File: config.mk
export PLATFORM = sky130hd
export DESIGN_NAME = lcd_driver
export DESIGN_NICKNAME = d
export VERILOG_FILES = /design/src/rtl/lcd_driver_pkg.sv /design/src/rtl/lcd_timing_cnt.sv /design/src/rtl/lcd_driver.sv
export SDC_FILE = /design/constraint.sdc
export NUM_CORES = 1
export LEC_CHECK = 0
export ABC_AREA = 1
export BUFFER_PORTS_ARGS = -buffer_cell sky130_fd_sc_hd__buf_2
export CORE_UTILIZATION = 37
export CTS_BUF_LIST = sky130_fd_sc_hd__clkbuf_2 sky130_fd_sc_hd__clkbuf_4 sky130_fd_sc_hd__clkbuf_8
export CTS_CLUSTER_SIZE = 28
export DETAILED_ROUTE_END_ITERATION = 8
export GPL_ROUTABILITY_DRIVEN = 0
export SYNTH_ARGS = -nofsm -noshare
export SYNTH_HDL_FRONTEND = slang
export SYNTH_HIERARCHICAL = 1
export SYNTH_SLANG_ARGS = --single-unit
File: constraint.sdc
create_clock -name lcd_clk -period 3.2 [get_ports lcd_clk]
set_input_delay 0.16 -clock lcd_clk [delete_from_list [all_inputs] [get_ports lcd_clk]]
set_output_delay 0.16 -clock lcd_clk [all_outputs]
set_load 0.03 [all_outputs]
File: src/rtl/lcd_driver_pkg.sv
// Shared widths and 800x480 panel timing defaults for the LCD driver and the
// pattern generator, so both sides agree on the active area.
package lcd_driver_pkg;

  localparam int unsigned CNT_W = 11;
  localparam int unsigned RGB_W = 16;

  typedef logic [CNT_W-1:0] cnt_t;
  typedef logic [RGB_W-1:0] rgb_t;

  localparam cnt_t H_SYNC_DEF  = 11'd128;
  localparam cnt_t H_BACK_DEF  = 11'd88;
  localparam cnt_t H_DISP_DEF  = 11'd800;
  localparam cnt_t H_TOTAL_DEF = 11'd1056;
  localparam cnt_t V_SYNC_DEF  = 11'd2;
  localparam cnt_t V_BACK_DEF  = 11'd33;
  localparam cnt_t V_DISP_DEF  = 11'd480;
  localparam cnt_t V_TOTAL_DEF = 11'd525;

  // Half-open interval test [lo, hi) at full counter width.
  function automatic logic in_window(input cnt_t val, input cnt_t lo, input cnt_t hi);
    return (val >= lo) && (val < hi);
  endfunction

endpackage

File: src/rtl/lcd_timing_cnt.sv
// Horizontal/vertical position counter pair; v_cnt advances on the last
// pixel of each line and both wrap together at the end of the frame.
module lcd_timing_cnt
  import lcd_driver_pkg::*;
#(
  parameter cnt_t H_TOTAL = H_TOTAL_DEF,
  parameter cnt_t V_TOTAL = V_TOTAL_DEF
) (
  input  logic clk,
  input  logic rst_n,
  input  logic en,
  output cnt_t h_cnt,
  output cnt_t v_cnt
);

  localparam cnt_t H_LAST = CNT_W'(H_TOTAL - 11'd1);
  localparam cnt_t V_LAST = CNT_W'(V_TOTAL - 11'd1);

  always_ff @(posedge clk or negedge rst_n) begin
    if (!rst_n) begin
      h_cnt <= '0;
      v_cnt <= '0;
    end else if (en) begin
      if (h_cnt == H_LAST) begin
        h_cnt <= '0;
        if (v_cnt == V_LAST) begin
          v_cnt <= '0;
        end else begin
          v_cnt <= v_cnt + 11'd1;
        end
      end else begin
        h_cnt <= h_cnt + 11'd1;
      end
    end
  end

endmodule

File: src/rtl/lcd_driver.sv
// RGB565 parallel LCD timing driver: sync/DE decode, pixel request addressing
// one clock ahead of DE, panel reset release and backlight enable.
module lcd_driver
  import lcd_driver_pkg::*;
#(
  parameter cnt_t H_SYNC  = H_SYNC_DEF,
  parameter cnt_t H_BACK  = H_BACK_DEF,
  parameter cnt_t H_DISP  = H_DISP_DEF,
  parameter cnt_t H_TOTAL = H_TOTAL_DEF,
  parameter cnt_t V_SYNC  = V_SYNC_DEF,
  parameter cnt_t V_BACK  = V_BACK_DEF,
  parameter cnt_t V_DISP  = V_DISP_DEF,
  parameter cnt_t V_TOTAL = V_TOTAL_DEF
) (
  input  logic             lcd_clk,
  input  logic             sys_rst_n,
  input  logic [RGB_W-1:0] pixel_data,
  output logic [CNT_W-1:0] pixel_xpos,
  output logic [CNT_W-1:0] pixel_ypos,
  output logic             lcd_hs,
  output logic             lcd_vs,
  output logic             lcd_de,
  output logic [RGB_W-1:0] lcd_rgb,
  output logic             lcd_bl,
  output logic             lcd_rst,
  output logic             frame_start
);

  localparam cnt_t H_ACT     = CNT_W'(H_SYNC + H_BACK);
  localparam cnt_t H_END     = CNT_W'(H_ACT + H_DISP);
  localparam cnt_t H_REQ     = CNT_W'(H_ACT - 11'd1);
  localparam cnt_t H_REQ_END = CNT_W'(H_END - 11'd1);
  localparam cnt_t V_ACT     = CNT_W'(V_SYNC + V_BACK);
  localparam cnt_t V_END     = CNT_W'(V_ACT + V_DISP);

  cnt_t h_cnt;
  cnt_t v_cnt;
  logic bl_on;
  logic v_act;
  logic data_req;

  // Counters hold at the origin until the panel leaves reset, so the first
  // frame starts exactly one clock after release.
  lcd_timing_cnt #(
    .H_TOTAL (H_TOTAL),
    .V_TOTAL (V_TOTAL)
  ) u_timing_cnt (
    .clk   (lcd_clk),
    .rst_n (sys_rst_n),
    .en    (lcd_rst),
    .h_cnt (h_cnt),
    .v_cnt (v_cnt)
  );

  always_ff @(posedge lcd_clk or negedge sys_rst_n) begin
    if (!sys_rst_n) begin
      lcd_rst <= 1'b0;
    end else begin
      lcd_rst <= 1'b1;
    end
  end

  always_ff @(posedge lcd_clk or negedge sys_rst_n) begin
    if (!sys_rst_n) begin
      bl_on <= 1'b0;
    end else if (frame_start) begin
      bl_on <= 1'b1;
    end
  end

  // All panel outputs are decoded from the registered counters.
  always_comb begin
    v_act       = 1'b0;
    data_req    = 1'b0;
    lcd_hs      = 1'b0;
    lcd_vs      = 1'b0;
    lcd_de      = 1'b0;
    pixel_xpos  = '0;
    pixel_ypos  = '0;
    lcd_rgb     = '0;
    frame_start = 1'b0;
    lcd_bl      = 1'b0;

    v_act    = in_window(v_cnt, V_ACT, V_END);
    lcd_hs   = (h_cnt >= H_SYNC);
    lcd_vs   = (v_cnt >= V_SYNC);
    lcd_de   = v_act && in_window(h_cnt, H_ACT, H_END);
    data_req = v_act && in_window(h_cnt, H_REQ, H_REQ_END);
    if (data_req) begin
      pixel_xpos = h_cnt - H_REQ;
      pixel_ypos = v_cnt - V_ACT;
    end
    if (lcd_de) begin
      lcd_rgb = pixel_data;
    end
    frame_start = lcd_rst && (h_cnt == '0) && (v_cnt == '0);
    lcd_bl      = bl_on || frame_start;
  end

endmodule

==> results.sh <==
export IMPL_place_ws_ns=1.05
export IMPL_seqPwrFrac=0.419
export IMPL_crit_fanout=22
export IMPL_vias=2477
export IMPL_cts_tree="yes"
export IMPL_yosysSeqAreaShare=0.222
export IMPL_num_antenna_cells=0
export IMPL_cts_buffers=3
export IMPL_syn_cell_area_sq_um=2710
export IMPL_end_kind="output port"
export IMPL_drv_cap=0
export IMPL_syn_inst=398
export IMPL_die_h_um=87.5
export IMPL_clkSinkCount=24
export IMPL_grtUsageTotal=0.156
export IMPL_arrival_ns=2.26
export IMPL_synthArstFlopShare=1.00
export IMPL_synth_top_area_share=0.222
export IMPL_use_met2=0.278
export IMPL_area_growth_pct=15.5
export IMPL_place_hpwl_mm=4.51
export IMPL_setup_viol=0
export IMPL_fin_ws_ns=0.776
export IMPL_grt_max_degree=25
export IMPL_synth_most_common_cell="nand2_1"
export IMPL_tns_ns=0
export IMPL_clk_pin_slew_ns=0.09
export IMPL_io_buffer_count=61
export IMPL_cts_hold_buf=1
export IMPL_synth_cell_types=33
export IMPL_fin_skew_ns=0.00288
export IMPL_grt_setup_unrepaired="false"
export IMPL_nNetsFinal=485
export IMPL_status="finished clean"
export IMPL_internal_power_uw=618
export IMPL_die_width_um=87.5
export IMPL_wirelength_mm=5.63
export IMPL_cts_resized=0
export IMPL_avgSynthCellArea_sq_um=6.80
export IMPL_p_switching_uw=400
export IMPL_ios=62
export IMPL_hold_violations=0
export IMPL_drive_above_1_share=0.299
export IMPL_synth_edf_count=0
export IMPL_pwr_share_clk=0.266
export IMPL_finalMaxSlewViolations=0
export IMPL_wl_per_cell_um=10.2
export IMPL_htreeDepth=1
export IMPL_relSlewSlack=0.618
export IMPL_clk_latency_ns=0.27
export IMPL_ir_drop_mv=0.145
export IMPL_yosys_top_cells_count="nand2_1, inv_1, nor2_1, nor2_4, nand3_1"
export IMPL_met1_usage=0.199
export IMPL_first_global_vias=2200
export IMPL_die_area_sq_um=7660
export IMPL_drtIter0Drc=58
export IMPL_first_pass_iters=4
export IMPL_p_leak_nw=1.82
export IMPL_cp_required_ns=3.04
export IMPL_cp_start_kind="register"
export IMPL_rows=30
export IMPL_postCtsSetupBuffers=0
export IMPL_synth_ff_type="dfrtp_1"
export IMPL_ys_ff_latch=24
export IMPL_synth_area_leaders="dfrtp_1, nand2_1, nor2_4, inv_1, xor2_1"
export IMPL_p_sw_frac=0.393
export IMPL_grt_pass1_wl_mm=9.62
export IMPL_syn_nets=424
export IMPL_overflow=0
export IMPL_cts_root_buf="clkbuf_8"
export IMPL_grt_use_met3=0.0141
export IMPL_drc=0
export IMPL_powerDensity_nw_per_um2=326
export IMPL_fillers=703
export IMPL_grt_most_used_layer="met2"
export IMPL_yosysTopAreaCell="dfrtp_1"
export IMPL_antenna_found_initial=0
export IMPL_yosysWarnings=6
export IMPL_min_period_over_period=0.757
export IMPL_critPathKind="register to output port"
export IMPL_worst_pin_slew_ns=0.568
export IMPL_cts_max_path_buffers=2
export IMPL_core_region_area_sq_um=6940
export IMPL_start_util=0.390
export IMPL_ant_nets=0
export IMPL_hp_class="primary input to async pin"
export IMPL_p_comb_frac=0.315
export IMPL_fin_crit_ns=2.42
export IMPL_vias_per_cell=4.47
export IMPL_fmax_mhz=413
-- area by class of cell --
type | count | area, sq um | area share
multi-input combinational | 293 | 1740 | 0.556
clock inverter | 1 | 30.0 | 0.00960
timing repair buffer | 62 | 315 | 0.101
clock buffer | 3 | 41.3 | 0.0132
sequential | 24 | 601 | 0.192
tap | 96 | 120 | 0.0384
inverter | 75 | 283 | 0.0904
-- registers in the layout, summed over array words and instances (netlist names) --
register / count
u_timing_cnt/v_cnt: 11
bl_on: 1
u_timing_cnt/h_cnt: 11
lcd_rst: 1
-- worst paths after layout --
kind	from	end	slack [ns]	cells past startpoint
min in group lcd_clk	bl_on	bl_on	0.47	1
setup reg to reg	u_timing_cnt/h_cnt[0]	u_timing_cnt/v_cnt[4]	1.45	7
hold reg to reg	bl_on	bl_on	0.47	1
max in group asynchronous	sys_rst_n	u_timing_cnt/v_cnt[10]	2.44	2
setup / recovery	u_timing_cnt/v_cnt[0]	pixel_ypos[10]	0.78	10
hold / removal	sys_rst_n	lcd_rst	0.39	2
-- cells in the final DEF (no fill, tap or decap), types with 3 or more instances in the layout --
master,instances
buf_2,61
nor2_4,31
nand3_1,26
o21ai_2,4
nand2_1,117
nand3b_1,5
nor3_1,5
o21bai_1,3
clkbuf_8,3
ha_1,8
xor2_1,17
nor2_1,37
nor2_2,11
xnor2_1,4
o21ai_0,3
dfrtp_1,24
inv_2,12
inv_1,62
nand3_2,4
-- per-stage QoR --
step	instance area (sq um)	utilization	hold slack [ns]	std cells	power [mW]
after floorplan	2710	-	-0.136	398	0.673
after global placement	3050	0.439	0.182	549	0.754
after detailed placement	3050	0.439	0.184	549	0.756
after CTS	3130	0.450	0.413	554	1.03
after global routing	3130	0.450	0.468	554	1.09
final	3130	0.450	0.394	554	1.02
-- metal layers --
metal,routed length (um),share of wire,vias up
li1,-,-,1310
met1,2740,0.49,1093
met2,2610,0.46,70
met3,225,0.040,4
met4,61,0.011,0
met5,0,0,-
-- worst max-delay path: stages, from the launching register on --
cell      delay (ns)
dfrtp_1         0.56
ha_1            0.23
nand2_1         0.07
nor2_1          0.11
nand3b_1        0.08
nand3_1         0.07
nand2_1         0.06
inv_2           0.09
nand2_4         0.30
nor2_1          0.20
buf_2           0.22
-- cells by family after synthesis --
kind of cell / Yosys count / synth area share
XOR/XNOR: 21 / 0.0679
AO/OA/AOI/OAI: 14 / 0.0342
flip-flops: 24 / 0.222
adder cells (fa/ha/maj): 8 / 0.0370
AND/OR/NAND/NOR: 249 / 0.501
buffers and inverters: 81 / 0.136
other: 1 / 0.00138
-- power groups by stage --
stage / combinational [mW] / sequential (mW) / clock (mW)
after floorplan: 0.265 / 0.409 / 0
after global placement: 0.322 / 0.433 / 0
after detailed placement: 0.323 / 0.433 / 0
after CTS: 0.325 / 0.427 / 0.280
after global routing: 0.369 / 0.439 / 0.286
final: 0.321 / 0.427 / 0.271
Power figures use the tool's default switching activity.
